==> src/rtl/chunked_addsub_pkg.sv <==
// Shared types and elaboration helpers for the chunked adder/subtractor.
package chunked_addsub_pkg;

   typedef enum logic [1:0] {
      StIdle = 2'd0,
      StRun  = 2'd1,
      StDone = 2'd2
   } state_e;

   // Number of CHUNK-bit slices in a WIDTH-bit operand.
   function automatic int unsigned num_chunks(input int unsigned width, input int unsigned chunk);
      return width / chunk;
   endfunction

   // Chunk-index register width; never narrower than one bit.
   function automatic int unsigned idx_width(input int unsigned nch);
      return (nch <= 32'd1) ? 32'd1 : unsigned'($clog2(nch));
   endfunction

endpackage

==> src/rtl/chunked_addsub_if.sv <==
// Request/response bundle between a requester and chunked_addsub.
interface chunked_addsub_if #(
   parameter int unsigned WIDTH = 16
) ();

   logic             start;
   logic             sub;
   logic [WIDTH-1:0] a;
   logic [WIDTH-1:0] b;
   logic             cin;
   logic             busy;
   logic             done;
   logic [WIDTH-1:0] s;
   logic             c;
   logic             v;

   modport master (
      output start, sub, a, b, cin,
      input  busy, done, s, c, v
   );

   modport slave (
      input  start, sub, a, b, cin,
      output busy, done, s, c, v
   );

endinterface

==> src/rtl/chunked_addsub_chunk_adder.sv <==
// Combinational CHUNK-bit ripple of full-adder cells.
module chunk_adder #(
   parameter int unsigned CHUNK = 4
) (
   input  logic [CHUNK-1:0] a,
   input  logic [CHUNK-1:0] b,
   input  logic             ci,
   output logic [CHUNK-1:0] s,
   output logic             co,
   output logic             c_msb_in
);

   // Ripple the carry LSB to MSB; tap the carry entering the top cell for overflow.
   always_comb begin : p_ripple
      logic carry;
      carry    = ci;
      s        = '0;
      c_msb_in = 1'b0;
      for (int i = 0; i < int'(CHUNK); i++) begin
         if (i == int'(CHUNK) - 1) c_msb_in = carry;
         s[i]  = a[i] ^ b[i] ^ carry;
         carry = (a[i] & b[i]) | (carry & (a[i] ^ b[i]));
      end
      co = carry;
   end

endmodule

==> src/rtl/chunked_addsub.sv <==
// Multi-cycle adder/subtractor: CHUNK bits per clock, carry held between chunks.
module chunked_addsub
   import chunked_addsub_pkg::*;
#(
   parameter int unsigned WIDTH = 16,
   parameter int unsigned CHUNK = 4
) (
   input logic             CLK,
   input logic             RST,
   chunked_addsub_if.slave bus
);

   localparam int unsigned NCh  = num_chunks(WIDTH, CHUNK);
   localparam int unsigned IdxW = idx_width(NCh);
   localparam logic [IdxW-1:0] LastIdx = IdxW'(NCh - 1);

   if (WIDTH < 2 || CHUNK < 1 || CHUNK > WIDTH || (WIDTH % CHUNK) != 0) begin : gen_param_check
      $error("chunked_addsub: WIDTH must be >= 2 and a multiple of CHUNK");
   end

   state_e            state_q, state_d;
   logic [WIDTH-1:0]  op_a_q, op_a_d;
   logic [WIDTH-1:0]  op_b_q, op_b_d;
   logic [WIDTH-1:0]  sum_q, sum_d;
   logic              carry_q, carry_d;
   logic [IdxW-1:0]   k_q, k_d;
   logic [WIDTH-1:0]  s_q, s_d;
   logic              c_q, c_d;
   logic              v_q, v_d;

   logic [CHUNK-1:0]  chunk_s;
   logic              chunk_co;
   logic              chunk_cmsb;
   logic [WIDTH-1:0]  sum_next;

   // Operands are shifted right each step, so the active slice always sits at bit 0.
   chunk_adder #(
      .CHUNK (CHUNK)
   ) u_chunk_adder (
      .a        (op_a_q[CHUNK-1:0]),
      .b        (op_b_q[CHUNK-1:0]),
      .ci       (carry_q),
      .s        (chunk_s),
      .co       (chunk_co),
      .c_msb_in (chunk_cmsb)
   );

   // New slice enters at the top; after NCh steps the register holds the full result.
   assign sum_next = (sum_q >> CHUNK) | (WIDTH'(chunk_s) << (WIDTH - CHUNK));

   // Next-state and datapath updates.
   always_comb begin
      state_d = state_q;
      op_a_d  = op_a_q;
      op_b_d  = op_b_q;
      sum_d   = sum_q;
      carry_d = carry_q;
      k_d     = k_q;
      s_d     = s_q;
      c_d     = c_q;
      v_d     = v_q;
      unique case (state_q)
         StIdle: begin
            if (bus.start) begin
               // Subtract as A + ~B + ~borrow_in.
               op_a_d  = bus.a;
               op_b_d  = bus.sub ? ~bus.b : bus.b;
               carry_d = bus.sub ? ~bus.cin : bus.cin;
               k_d     = '0;
               state_d = StRun;
            end
         end
         StRun: begin
            op_a_d  = op_a_q >> CHUNK;
            op_b_d  = op_b_q >> CHUNK;
            sum_d   = sum_next;
            carry_d = chunk_co;
            k_d     = k_q + 1'b1;
            if (k_q == LastIdx) begin
               s_d     = sum_next;
               c_d     = chunk_co;
               v_d     = chunk_co ^ chunk_cmsb;
               k_d     = '0;
               state_d = StDone;
            end
         end
         StDone: begin
            state_d = StIdle;
         end
         default: begin
            state_d = StIdle;
         end
      endcase
   end

   // State register with synchronous reset.
   always_ff @(posedge CLK) begin
      if (RST) begin
         state_q <= StIdle;
         op_a_q  <= '0;
         op_b_q  <= '0;
         sum_q   <= '0;
         carry_q <= 1'b0;
         k_q     <= '0;
         s_q     <= '0;
         c_q     <= 1'b0;
         v_q     <= 1'b0;
      end else begin
         state_q <= state_d;
         op_a_q  <= op_a_d;
         op_b_q  <= op_b_d;
         sum_q   <= sum_d;
         carry_q <= carry_d;
         k_q     <= k_d;
         s_q     <= s_d;
         c_q     <= c_d;
         v_q     <= v_d;
      end
   end

   assign bus.busy = (state_q == StRun);
   assign bus.done = (state_q == StDone);
   assign bus.s    = s_q;
   assign bus.c    = c_q;
   assign bus.v    = v_q;

endmodule
==> src/flat_wrapper.sv <==
// flat-port wrapper written by rule: the top's interface ports become plain ports
module chunked_addsub_flat import chunked_addsub_pkg::*;
#(
   parameter int unsigned WIDTH = 16,
   parameter int unsigned CHUNK = 4
)
  (CLK, RST, bus_start, bus_sub, bus_a, bus_b, bus_cin, bus_busy, bus_done, bus_s, bus_c, bus_v);
  chunked_addsub_if #(.WIDTH(WIDTH)) bus_i ();
  input logic CLK;
  input logic RST;
  input wire logic [$bits(bus_i.start)-1:0] bus_start;
  input wire logic [$bits(bus_i.sub)-1:0] bus_sub;
  input wire logic [$bits(bus_i.a)-1:0] bus_a;
  input wire logic [$bits(bus_i.b)-1:0] bus_b;
  input wire logic [$bits(bus_i.cin)-1:0] bus_cin;
  output wire logic [$bits(bus_i.busy)-1:0] bus_busy;
  output wire logic [$bits(bus_i.done)-1:0] bus_done;
  output wire logic [$bits(bus_i.s)-1:0] bus_s;
  output wire logic [$bits(bus_i.c)-1:0] bus_c;
  output wire logic [$bits(bus_i.v)-1:0] bus_v;
  assign bus_i.start = bus_start;
  assign bus_i.sub = bus_sub;
  assign bus_i.a = bus_a;
  assign bus_i.b = bus_b;
  assign bus_i.cin = bus_cin;
  assign bus_busy = bus_i.busy;
  assign bus_done = bus_i.done;
  assign bus_s = bus_i.s;
  assign bus_c = bus_i.c;
  assign bus_v = bus_i.v;
  chunked_addsub #(.WIDTH(WIDTH), .CHUNK(CHUNK)) u_core (.CLK(CLK), .RST(RST), .bus(bus_i));
endmodule
==> config.mk <==
export PLATFORM = sky130hd
export DESIGN_NAME = chunked_addsub_flat
export DESIGN_NICKNAME = d
export VERILOG_FILES = /design/src/rtl/chunked_addsub_pkg.sv /design/src/rtl/chunked_addsub_if.sv /design/src/rtl/chunked_addsub_chunk_adder.sv /design/src/rtl/chunked_addsub.sv /design/src/flat_wrapper.sv
export SDC_FILE = /design/constraint.sdc
export NUM_CORES = 1
export LEC_CHECK = 0
export BUFFER_PORTS_ARGS = -buffer_cell sky130_fd_sc_hd__buf_2
export CORE_MARGIN = 8
export CORE_UTILIZATION = 54
export DETAILED_ROUTE_END_ITERATION = 7
export HOLD_SLACK_MARGIN = 0.1
export PLACE_DENSITY = 0.77
export SLEW_MARGIN = 20
export SYNTH_ARGS = -nofsm -noshare
export SYNTH_HDL_FRONTEND = slang
export SYNTH_SLANG_ARGS = --single-unit
==> constraint.sdc <==
create_clock -name CLK -period 3.05 [get_ports CLK]
set_input_delay 0.4575 -clock CLK [delete_from_list [all_inputs] [get_ports CLK]]
set_output_delay 0.4575 -clock CLK [all_outputs]
set_load 0.02 [all_outputs]
# [Word level (Yosys, flattened, before mapping)]
# Index checks and enable logic that the tools add are counted.
[word_totals] ff_bits=71 word_cells=58
[classes] addsub=1 eq_ne=5 n_mux=14 n_bitwise=24 n_reduce_logical=5
[op_table] cell="16-bit one-hot mux with 2 select lines" n=2
[op_table] cell="16-bit 2-to-1 mux" n=3
[op_table] cell="16-bit NOT" n=1
[op_table] cell="12-bit by 16-bit bitwise OR with 16-bit output" n=1
[op_table] cell="1-bit XOR" n=9
[op_table] cell="1-bit bitwise AND" n=8
[op_table] cell="2-bit 2-to-1 mux" n=4
[op_table] cell="2-bit one-hot mux with 2 select lines" n=2
[op_table] cell="2-bit AND reduction" n=3
[op_table] cell="2-bit == test (second input constant)" n=2
[op_table] cell="1-bit bitwise OR" n=4
[op_table] cell="2-bit by 1-bit adder with 2-bit output (second input constant)" n=1
[op_table] cell="2-bit by 1-bit == test with 1-bit output (second input constant)" n=1
[op_table] cell="2-bit logical NOT" n=1
[op_table] cell="1-bit 2-to-1 mux" n=2
[op_table] cell="2-bit by 1-bit != test with 1-bit output (second input constant)" n=1
[op_table] cell="2-bit != test (second input constant)" n=1
[op_table] cell="1-bit one-hot mux with 2 select lines" n=1
[op_table] cell="2-bit nonzero test" n=1
[op_table] cell="1-bit NOT" n=1

# [Longest topological paths before layout]
[depth] depth_word=10 mapped_depth=10 ltp_nobuf=10

# [Cells and area by module]
# Synthesis repeated with hierarchy kept, for this count alone.
[hier_totals] cells_unflattened=310 area_unflattened_um2=2797.7
[by_module_without_submodules] mod="chunked_addsub" instances=1 cells_per_inst=298 area_per_inst_um2=2687.6 seq_area_each_um2=1341.3
[by_module_without_submodules] mod="chunk_adder" instances=1 cells_per_inst=12 area_per_inst_um2=110.1 seq_area_each_um2=0.0

# [Worst setup path before layout]
# No wires, ideal clock.
[synth_timing] path_type="register to register" start="register u_core.carry_q" end="register u_core.sum_q[15]" setup_time_ns=0.086 t_arrival_ns=2.108 path_slack_ns=0.857 path_stages_with_launch=9 path_buffers=0 synth_period_minus_slack_ns=2.193 path_cell_list="dfxtp_1 fa_1 inv_1 fa_1 inv_1 fa_1 inv_1 fa_1 a211oi_1"
[synth_via] elab_chain_cells=8
[synth_lines] item="start: declaration" line_no="chunked_addsub.sv:25" rtl="logic carry_q, carry_d;"
[synth_lines] item="start signal: assignment" line_no="chunked_addsub.sv:113" rtl="carry_q <= carry_d;"
[synth_lines] item="1-bit bitwise AND" line_no="chunked_addsub_chunk_adder.sv:22" rtl="carry = (a[i] & b[i]) | (carry & (a[i] ^ b[i]));"
[synth_lines] item="1-bit bitwise OR" line_no="chunked_addsub_chunk_adder.sv:22"
[synth_lines] item="1-bit bitwise AND" line_no="chunked_addsub_chunk_adder.sv:22"
[synth_lines] item="1-bit bitwise OR" line_no="chunked_addsub_chunk_adder.sv:22"
[synth_lines] item="1-bit bitwise AND" line_no="chunked_addsub_chunk_adder.sv:22"
[synth_lines] item="1-bit bitwise OR" line_no="chunked_addsub_chunk_adder.sv:22"
[synth_lines] item="1-bit XOR" line_no="chunked_addsub_chunk_adder.sv:21" rtl="s[i] = a[i] ^ b[i] ^ carry;"
[synth_lines] item="12-bit by 16-bit bitwise OR with 16-bit output" line_no="chunked_addsub.sv:49" rtl="assign sum_next = (sum_q >> CHUNK) | (WIDTH'(chunk_s) << (WIDTH - CHUNK));"
[synth_lines] item="end signal: assignment" line_no="chunked_addsub.sv:112" rtl="sum_q <= sum_d;"
[synth_lines] item="end: declaration" line_no="chunked_addsub.sv:24" rtl="logic [WIDTH-1:0] sum_q, sum_d;"
# Every way passes these cells.
# A chain may end at the register's enable or synchronous reset.

# [Worst setup path after layout]
# Same ends and word-level chain as after synthesis.

==> impl_metrics.env <==
export IMPL_synthArstFlopShare=0
export IMPL_cpMostUsedCell="fa_1"
export IMPL_ctsHoldBuffers=0
export IMPL_crit_buf_inv=3
export IMPL_drive_gt1_frac=0.215
export IMPL_rows=26
export IMPL_synthFlopType="dfxtp_1"
export IMPL_drt_pass1_iter_count=4
export IMPL_worst_path_stages=8
export IMPL_fp_coreArea_mm2=0.00504
export IMPL_max_freq_mhz=425
export IMPL_syn_inst=312
export IMPL_dpl_hpwl_um=4140
export IMPL_cts_tree="yes"
export IMPL_cp_slowest_cell="fa_1"
export IMPL_setup_viol=0
export IMPL_hp_class="in2reg"
export IMPL_antenna_found_initial=0
export IMPL_cpPeakStageDelay_ns=0.45
export IMPL_drt_drc_violations_left=0
export IMPL_timing_rr_end="u_core.sum_q[15]"
export IMPL_synth_top_area_share=0.484
export IMPL_worst_skew_pair_late_latency_ns=0.34
export IMPL_wl_um=5860
export IMPL_fillCellCount=438
export IMPL_power_w=0.00209
export IMPL_drtIter0Drc=83
export IMPL_synth_cell_type_count=30
export IMPL_netlist_area_mm2=0.00277
export IMPL_powerDensity_mw_per_mm2=632
export IMPL_synth_top_cell_by_area="dfxtp_1"
export IMPL_busiest_layer="met2"
export IMPL_place_inst=417
export IMPL_initial_core_util=0.549
export IMPL_dieArea_mm2=0.00767
export IMPL_num_vias=2262
export IMPL_syn_nets=354
export IMPL_maxCapViolations=0
export IMPL_setup_ws_ns=0.696
export IMPL_cts_sink_count=67
export IMPL_grt_max_degree=33
export IMPL_h_tree_depth=3
export IMPL_cts_setup_buffers=0
export IMPL_cp_arrival_ns=2.60
export IMPL_finalClockSkew_ns=0.00476
export IMPL_path_max_fanout=2
export IMPL_finalCriticalPeriod_ns=2.35
export IMPL_fin_cells=433
export IMPL_area_growth_pct=19.2
export IMPL_grt_use_met3=0.0535
export IMPL_min_to="u_core.op_a_q[14]"
export IMPL_grt_pass1_wl_um=9920
export IMPL_avgViaCountPerCell=5.22
export IMPL_synth_edf_count=0
export IMPL_grtUsageTotal=0.164
export IMPL_tightest_slew_ns=0.948
export IMPL_grt_pass1_vias=2204
export IMPL_cts_resized_gates=0
export IMPL_routedWlPerCell_um=13.5
export IMPL_critical_path_required_ns=3.30
export IMPL_netlist_top_cells_count="dfxtp_1 (67), nand2_1 (51), nor2_1 (49), a21oi_1 (27), a211oi_1 (15)"
export IMPL_synthMostInstantiatedCell="dfxtp_1"
export IMPL_start_kind="flop"
export IMPL_place_gp_congestion=0.776
export IMPL_rsz0062_at_grt="no"
export IMPL_period_share=0.772
export IMPL_ant_nets=0
export IMPL_design_area_mm2=0.00330
export IMPL_worstHoldStart="bus_a[14]"
export IMPL_place_ws_ns=0.699
export IMPL_drv_slew=0
export IMPL_reg2regPathDepth=8
export IMPL_grtUsageMet1=0.195
export IMPL_cts_buffers=9
export IMPL_cp_cell_sequence="fa_1 -> inv_1 -> fa_1 -> inv_1 -> fa_1 -> inv_1 -> fa_1 -> a211oi_1"
export IMPL_leakagePower_nw=1.34
export IMPL_globalRouteOverflowTotal=0
export IMPL_cts_root_buf="clkbuf_8"
export IMPL_nets=400
export IMPL_hold_violations=0
export IMPL_rrSetupSlack_ns=0.70
export IMPL_die_w_um=87.6
export IMPL_vdd_drop_max_uv=564
export IMPL_ys_seq_area_frac=0.484
export IMPL_hold_depth=3
export IMPL_cts_max_path_buffers=2
export IMPL_diodes=0
export IMPL_crit_family="adder cells"
export IMPL_avgSynthCellArea_um2=8.87
export IMPL_io_pins=57
export IMPL_status="completed"
export IMPL_die_h_um=87.6
export IMPL_postPlaceCellArea_mm2=0.00304
export IMPL_yosysWarningCount=0
export IMPL_tns_ns=0
export IMPL_cts_reportedPaths_clkPinSlew_ns=0.07
export IMPL_ys_ff_latch=67
export IMPL_critPathKind="reg2reg"
export IMPL_endpoint_kind="flop"
export IMPL_synth_top_cells_by_area="dfxtp_1 (48%), nand2_1 (6.9%), nor2_1 (6.6%)"
export IMPL_reg2reg_from="u_core.carry_q"
export IMPL_slew_headroom=0.367
export IMPL_met2_usage=0.264
export IMPL_io_buffers=56
power breakdown:
group          leakage, nW  switching [W]  total (W)  internal (W)
clock network        0.133       0.000318   0.000927      0.000609
logic                0.657       0.000113   0.000205     0.0000921
registers            0.547      0.0000335   0.000954      0.000921
total                 1.34       0.000464    0.00209       0.00162
stage by stage:
step,util,hold WS (ns)
floorplan,-,0.432
global placement,0.603,0.439
detailed placement,0.603,0.444
CTS,0.655,0.357
global route,0.655,0.377
finish,0.655,0.360
layout by cell type (no fill, tap or decap):
master,instances
o21ba_2,1
xnor2_1,14
a211oi_1,15
a21oi_1,27
ha_1,1
clkbuf_8,12
o32ai_2,1
dfxtp_1,67
nor2_1,49
a21o_1,1
inv_1,10
nand2_1,51
nand2b_1,2
a221oi_1,2
buf_4,2
buf_2,56
or3_1,1
a221o_1,12
a22oi_1,9
fa_1,4
clkinv_1,1
o2bb2ai_1,8
o22ai_1,4
nand3b_1,1
or4b_4,1
nor3b_2,1
xor2_1,4
and3b_1,1
bufinv_16,3
o21bai_1,1
clkinv_2,1
area by class of cell:
cell class	instances	area, µm²	share of cell area
Sequential cell	67	1340	0.406
Multi-Input combinational cell	211	1280	0.387
Timing Repair Buffer	58	295	0.0894
Clock buffer	12	165	0.0500
Clock inverter	4	95.1	0.0288
Tap cell	70	87.6	0.0265
Inverter	11	41.3	0.0125
sequential cells by signal, summed over array words and instances (netlist names):
| signal | cells |
|---|---|
| u_core.carry_q | 1 |
| u_core.op_b_q | 16 |
| u_core.sum_q | 12 |
| u_core.bus.v | 1 |
| u_core.op_a_q | 16 |
| u_core.k_q | 2 |
| u_core.bus.s | 16 |
| u_core.bus.c | 1 |
| u_core.state_q | 2 |
worst register-to-register path: stages, from the launching register on:
cell and delay, ns:
dfxtp_1 0.34, fa_1 0.42, inv_1 0.09, fa_1 0.18, inv_1 0.06, fa_1 0.45, inv_1 0.10, fa_1 0.42
a211oi_1 0.21
cell families after synthesis:
logic type | after synthesis | synth area share
compound gates | 81 | 0.213
fa+ha+maj | 5 | 0.0334
simple gates | 107 | 0.158
xor+xnor | 18 | 0.0569
buf+inv | 34 | 0.0547
flops | 67 | 0.484
how the worst max path moves through the flow:
stage / from / end
after floorplan: u_core.carry_q / u_core.sum_q[15]
after global placement: u_core.carry_q / u_core.bus.v
after detailed placement: u_core.carry_q / u_core.bus.v
after CTS: u_core.carry_q / u_core.bus.v
after global routing: u_core.op_b_q[0] / u_core.bus.v
final: u_core.carry_q / u_core.sum_q[15]
per-layer routing:
layer / wire, µm / part of all wire
met5: 0 / 0
met4: 104 / 0.018
met3: 360 / 0.061
met2: 2820 / 0.48
met1: 2570 / 0.44
Note: power is estimated with default switching activity, not from simulation.
